$ cat config.mk
export PLATFORM = sky130hd
export DESIGN_NAME = control_sequencer
export DESIGN_NICKNAME = d
export VERILOG_FILES = /design/src/rtl/control_sequencer.sv
export SDC_FILE = /design/constraint.sdc
export NUM_CORES = 1
export LEC_CHECK = 0
export CAP_MARGIN = 20
export CORE_ASPECT_RATIO = 0.8
export CORE_MARGIN = 5
export CORE_UTILIZATION = 45
export CTS_CLUSTER_SIZE = 12
export DETAILED_ROUTE_END_ITERATION = 16
export HOLD_SLACK_MARGIN = 0.08
export PLACE_DENSITY_LB_ADDON = 0.3
export SYNTH_ARGS = -nofsm -noshare
export SYNTH_HDL_FRONTEND = slang
export SYNTH_SLANG_ARGS = --single-unit
$ cat constraint.sdc
create_clock -name Clock -period 5.1 [get_ports Clock]
set_clock_uncertainty 0.15 [all_clocks]
set_input_delay 0.51 -clock Clock [delete_from_list [all_inputs] [get_ports Clock]]
set_output_delay 0.51 -clock Clock [all_outputs]
set_load 0.02 [all_outputs]
$ cat src/rtl/control_sequencer.sv
// Hardwired fetch/execute sequencer: one-clock states T0..T7 drive Datapath strobes decoded from IR_op.
// Optional CU_MEM_WAIT_EN: T1, ld T6 and st T7 hold while Mem_ready is low.
module control_sequencer #(
  parameter int OPW = 5
) (
  input  logic           Clock,
  input  logic           Resetn,
  input  logic [OPW-1:0] IR_op,
  input  logic           CON_FF,
  input  logic           Stop,
  input  logic           Mem_ready,
  output logic           PCout,
  output logic           Zlowout,
  output logic           Zhighout,
  output logic           MDRout,
  output logic           Cout,
  output logic           BAout,
  output logic           Rout,
  output logic           MARin,
  output logic           Zin,
  output logic           PCin,
  output logic           MDRin,
  output logic           IRin,
  output logic           Yin,
  output logic           Rin,
  output logic           CONin,
  output logic           Gra,
  output logic           Grb,
  output logic           Grc,
  output logic           IncPC,
  output logic           Read,
  output logic           Write,
  output logic [1:0]     ALUsel,
  output logic           Run,
  output logic           Illegal
);

  typedef logic [OPW-1:0] op_t;
  localparam op_t OP_LD   = op_t'(5'b00000);
  localparam op_t OP_LDI  = op_t'(5'b00001);
  localparam op_t OP_ST   = op_t'(5'b00010);
  localparam op_t OP_ADD  = op_t'(5'b00011);
  localparam op_t OP_SUB  = op_t'(5'b00100);
  localparam op_t OP_AND  = op_t'(5'b00101);
  localparam op_t OP_OR   = op_t'(5'b00110);
  localparam op_t OP_ADDI = op_t'(5'b01100);
  localparam op_t OP_BR   = op_t'(5'b10010);
  localparam op_t OP_JR   = op_t'(5'b10011);
  localparam op_t OP_NOP  = op_t'(5'b11000);
  localparam op_t OP_HALT = op_t'(5'b11001);

  typedef enum logic [3:0] {
    S_RST, S_T0, S_T1, S_T2, S_T3, S_T4, S_T5, S_T6, S_T7, S_HALT
  } state_t;

  typedef enum logic [3:0] {
    C_LD, C_LDI, C_ST, C_ALU, C_ADDI, C_BR, C_JR, C_NOP, C_HALT, C_BAD
  } cls_t;

  state_t     state_q, state_n;
  cls_t       cls;
  logic [1:0] alu_op;
  logic       illegal_q;
  logic       set_illegal;
  logic       last;
  logic       mem_hold;
  logic       wait_en;

`ifdef CU_MEM_WAIT_EN
  assign wait_en = !Mem_ready;
`else
  logic unused_mem_ready;
  assign unused_mem_ready = Mem_ready;
  assign wait_en = 1'b0;
`endif

  always_comb begin
    cls    = C_BAD;
    alu_op = 2'b00;
    case (IR_op)
      OP_LD:   cls = C_LD;
      OP_LDI:  cls = C_LDI;
      OP_ST:   cls = C_ST;
      OP_ADD:  begin cls = C_ALU; alu_op = 2'b00; end
      OP_SUB:  begin cls = C_ALU; alu_op = 2'b01; end
      OP_AND:  begin cls = C_ALU; alu_op = 2'b10; end
      OP_OR:   begin cls = C_ALU; alu_op = 2'b11; end
      OP_ADDI: cls = C_ADDI;
      OP_BR:   cls = C_BR;
      OP_JR:   cls = C_JR;
      OP_NOP:  cls = C_NOP;
      OP_HALT: cls = C_HALT;
      default: cls = C_BAD;
    endcase
  end

  always_ff @(posedge Clock or negedge Resetn) begin
    if (!Resetn) begin
      state_q   <= S_RST;
      illegal_q <= 1'b0;
    end else begin
      state_q <= state_n;
      if (set_illegal) illegal_q <= 1'b1;
    end
  end

  assign Illegal = illegal_q;

  always_comb begin
    state_n     = state_q;
    set_illegal = 1'b0;
    last        = 1'b0;
    mem_hold    = 1'b0;
    PCout = 1'b0; Zlowout = 1'b0; Zhighout = 1'b0; MDRout = 1'b0; Cout = 1'b0;
    BAout = 1'b0; Rout = 1'b0;
    MARin = 1'b0; Zin = 1'b0; PCin = 1'b0; MDRin = 1'b0; IRin = 1'b0;
    Yin = 1'b0; Rin = 1'b0; CONin = 1'b0;
    Gra = 1'b0; Grb = 1'b0; Grc = 1'b0;
    IncPC = 1'b0; Read = 1'b0; Write = 1'b0;
    ALUsel = 2'b00;
    Run = (state_q != S_RST) && (state_q != S_HALT);

    case (state_q)
      S_RST: state_n = S_T0;
      S_T0: begin
        PCout = 1'b1; MARin = 1'b1; IncPC = 1'b1; Zin = 1'b1;
        state_n = S_T1;
      end
      S_T1: begin
        Zlowout = 1'b1; PCin = 1'b1; Read = 1'b1; MDRin = 1'b1;
        mem_hold = wait_en;
        state_n = S_T2;
      end
      S_T2: begin
        MDRout = 1'b1; IRin = 1'b1;
        // nop is recognised from the opcode the datapath presents while IR loads.
        if (cls == C_NOP) last = 1'b1;
        else              state_n = S_T3;
      end
      S_T3: begin
        case (cls)
          C_LD, C_LDI, C_ST: begin Grb = 1'b1; BAout = 1'b1; Yin = 1'b1; state_n = S_T4; end
          C_ALU, C_ADDI:     begin Grb = 1'b1; Rout = 1'b1; Yin = 1'b1; state_n = S_T4; end
          C_BR:              begin Gra = 1'b1; Rout = 1'b1; CONin = 1'b1; state_n = S_T4; end
          C_JR:              begin Gra = 1'b1; Rout = 1'b1; PCin = 1'b1; last = 1'b1; end
          C_NOP:             last = 1'b1;
          C_HALT:            state_n = S_HALT;
          default: begin
            state_n     = S_HALT;
            set_illegal = 1'b1;
          end
        endcase
      end
      S_T4: begin
        case (cls)
          C_LD, C_LDI, C_ST, C_ADDI: begin Cout = 1'b1; Zin = 1'b1; state_n = S_T5; end
          C_ALU: begin
            Grc = 1'b1; Rout = 1'b1; Zin = 1'b1; ALUsel = alu_op;
            state_n = S_T5;
          end
          C_BR:    begin PCout = 1'b1; Yin = 1'b1; state_n = S_T5; end
          default: last = 1'b1;
        endcase
      end
      S_T5: begin
        case (cls)
          C_LD, C_ST:           begin Zlowout = 1'b1; MARin = 1'b1; state_n = S_T6; end
          C_LDI, C_ALU, C_ADDI: begin Zlowout = 1'b1; Gra = 1'b1; Rin = 1'b1; last = 1'b1; end
          C_BR:                 begin Cout = 1'b1; Zin = 1'b1; state_n = S_T6; end
          default:              last = 1'b1;
        endcase
      end
      S_T6: begin
        case (cls)
          C_LD: begin Read = 1'b1; MDRin = 1'b1; mem_hold = wait_en; state_n = S_T7; end
          C_ST: begin Gra = 1'b1; Rout = 1'b1; MDRin = 1'b1; state_n = S_T7; end
          C_BR: begin
            Zlowout = CON_FF; PCin = CON_FF;
            last = 1'b1;
          end
          default: last = 1'b1;
        endcase
      end
      S_T7: begin
        case (cls)
          C_LD:    begin MDRout = 1'b1; Gra = 1'b1; Rin = 1'b1; last = 1'b1; end
          C_ST:    begin Write = 1'b1; mem_hold = wait_en; last = 1'b1; end
          default: last = 1'b1;
        endcase
      end
      S_HALT:  state_n = S_HALT;
      default: state_n = S_RST;
    endcase

    if (last) state_n = Stop ? S_HALT : S_T0;
    // A memory stall freezes the state, so the boundary Stop sample waits too.
    if (mem_hold) state_n = state_q;
  end

endmodule

==> parameters.txt <==
Parameter                              Value

Synth
  Combined area of all synthesized cells    790.8 um^2
  Top-area cell type share of the netlist area    between 15 and 20%
  Largest area contributor in the synthesized netlist    dfrtp_1
  Leading cell types by total area after synthesis    dfrtp_1, nor2_1, a21oi_1, nand2b_1, a211o_1
  Yosys warning count    0
  Synth Area per Inst    6.759 um^2
  Most used flip-flop cell after synthesis    dfrtp_1
  Most numerous cell in the Yosys netlist    nor2_1
  Post-synth EDFFs    0
  List of most frequent post-synthesis cells    nor2_1, a21oi_1, nand2_1
  Instance count of the mapped netlist    roughly 120
  Net count of the mapped netlist    127
  Number of distinct library cells after synthesis    42
  Sequential element share of the synthesized area    15.82%
  Async set or reset register ratio after synthesis    100.0%
  Seq cells post-synth    5

Layout
  Number of standard cells in the final layout excluding fillers    167
  Area growth syn-to-layout    42.88%
  Final core occ    68.77%
  Fill cell total of the finished layout    148
  Number of inserted diodes    0
  Number of nets in the final layout    156
  Fraction of final layout cells with drive strength greater than 1    4.828%
  Final instance area    ~0.0011 mm^2

Placed design
  Quantity of I/O buffers inserted on ports    32
  RePlAce Congestion    0.8367
  HPWL after detailed placement    1.810 mm
  Placed cells    163
  Placement Setup Slack    1.478 ns
  Dpl cell area    0.001104 mm^2

Critical path
  CP max-delay cell    clkdlybuf4s50_1
  Worst Setup Path Type    in -> out
  Family of cells with the greatest summed delay on the critical path    buffers and inverters
  Dominant cell type by count on the critical path    clkdlybuf4s50_1
  Buffers plus inverters on the worst setup path    2
  Critical path startpoint category    input port
  Endpoint type of the worst setup path    output pin
  Critical Path Max Stage Delay    just under 0.7 ns
  Required arrival time at the worst endpoint    4.44 ns
  Data arrival time of the worst path    slightly below 3 ns
  Critical Path Fanout Max    14
  CP cell instances    clkdlybuf4s50_1 -> or4_4 -> nor2_1 -> nand2_1 -> o21ai_1 -> nand2b_1 -> clkdlybuf4s50_1

Route
  Total wire length after detailed routing    2.420 mm
  Drc violations    0
  Antenna Nets Post-Route    0
  Number of detailed-route iterations in the first pass    4
  Average routed wire per standard cell    14.49 um
  Post-DR vias/cell    6.060
  Vias after detailed routing    1,012
  DR iter-0 viols    40

Global routing
  Aggregate global routing overflow    0
  Number of global-route vias before repair    877
  Global-route wire length before repair    3.864 mm
  Number of antenna violations at the first check in global routing    0
  Pin count of the biggest net entering global routing    16
  Total GRT Usage    18.54%

Clock network
  Clk Tree Root Cell    clkbuf_4
  Clock tree from TritonCTS    yes
  Post-CTS setup-driven buffer insertion count    0
  Worst skew pair latency    roughly 0.25 ns
  Clock buffer count from CTS    3
  Count of clock tree sinks    5
  Clock-pin slew on the worst setup and hold paths    0.05 ns
  Clock H-tree levels    1
  Number of buffers added to fix hold violations after cts    0
  Buffer depth of the longest clock path    2
  Resize count post-CTS    0

STA
  Setup repair after global routing missed its margin    no
  Headroom to the max-slew limit    between 60% and 70%
  Maximum clock rate    between 200 and 300 MHz
  Final hold violation count    0
  Share of the clock period used by the worst path    71.23%
  Count of pins over their slew limit    0
  Worst Tran Pin Value    0.5825 ns
  Clock period minus final worst setup slack    3.633 ns
  Final Worst Setup Slack    1.467 ns
  Final setup vio count    0
  Aggregate negative setup slack    0 ns

Die
  Floorplan Core Area    0.001643 mm^2
  Initial Util    about 48%
  Die outline height    47.50 um
  Die width    56.87 um
  Rows    13
  Top-level port count    35
  Area of the die    0.002701 mm^2

Hold path
  Path category of the worst min-delay check    reg -> reg

Pwr
  Worst IR drop on VDD    227.6 uV
  Leakage dissipation    0.0004206 uW
  Power density of the placed cells    around 430 mW/mm^2

Run status
  Status    finished clean

Flow run
  Maximum Capacitance Violations    0
-- logic make-up after synthesis --
family | count (synthesis) | share of synthesized area (%)
DFF | 5 | 15.82
and+or+nand+nor | 62 | 45.41
xor gates and xnor gates | 3 | 3.323
AOI/OAI and AO/OA | 32 | 25.32
other | 1 | 0.4742
buffers and inverters | 11 | 5.854
muxes | 3 | 3.798
-- metrics by stage --
| step | hold WS [ns] | power [uW] |
|---|---|---|
| detailed placement | 0.3014 | 431.0 |
| finish | 0.3214 | 483.3 |
| CTS | 0.3258 | 484.8 |
| global placement | 0.3098 | 425.4 |
| global route | 0.3422 | 521.6 |
| floorplan | 0.06441 | 300.0 |
-- final cells by class --
cell class / instances / area, um^2 / share of cell area, %
Multi-Input combinational cell: 101 / 619.3 / 54.82
Timing Repair Buffer: 32 / 320.3 / 28.35
Sequential cell: 5 / 125.1 / 11.07
Tap cell: 22 / 27.53 / 2.436
Clock buffer: 4 / 26.28 / 2.326
Inverter: 3 / 11.26 / 0.9967
-- flip-flops by register name, indices dropped and copies added, names as in the netlist --
register	cells
state_q	4
Illegal	1
-- metal layers --
layer  vias up  global-route usage (%)  routed length (um)
met2        51                   34.79                1198
met3         0                   3.774                 194
met1       482                   22.69                1027
li1        479                       -                   -
met4         0                   4.167                   0
met5         -                       0                   0
-- power by group --
group / leakage, uW / internal (uW) / total (uW) / switching [uW]
Sequential: 0.0000610 / 56.0 / 97.4 / 41.4
Clock: 0.0000150 / 29.8 / 49.1 / 19.3
Combinational: 0.000345 / 163 / 337 / 174
-- worst paths after layout --
| path | endpoint | slack, ns | depth (start not counted) | start |
|---|---|---|---|---|
| max in group asynchronous | Illegal$_DFFE_PN0P_ | 4.27 | 1 | Resetn |
| hold / removal | Illegal$_DFFE_PN0P_ | 0.32 | 1 | Illegal$_DFFE_PN0P_ |
| setup reg to reg | state_q[3]$_DFFE_PN0P_ | 3.01 | 5 | state_q[1]$_DFFE_PN0P_ |
| hold reg to reg | Illegal$_DFFE_PN0P_ | 0.32 | 1 | Illegal$_DFFE_PN0P_ |
| min in group asynchronous | state_q[2]$_DFFE_PN0P_ | 0.33 | 1 | Resetn |
| setup / recovery | Gra | 1.47 | 7 | IR_op[0] |
-- placed cells by master (no fill, tap or decap), types with 2 or more instances in the layout --
cell type         n
nand3b_1          4
and3_1            2
nor2_1           17
a211o_1           4
dfrtp_1           5
and2_1            2
mux2i_1           3
o21ai_1           3
xnor2_1           2
nor3_1            6
o21ai_0           6
o31ai_1           2
nor2b_1           3
nand2_1           8
a21oi_1          10
clkdlybuf4s50_1  32
nand2b_1          6
clkbuf_4          3
or2_1             2
nor4_1            2
inv_1             3
No activity file was read; power rests on OpenSTA's default activity.
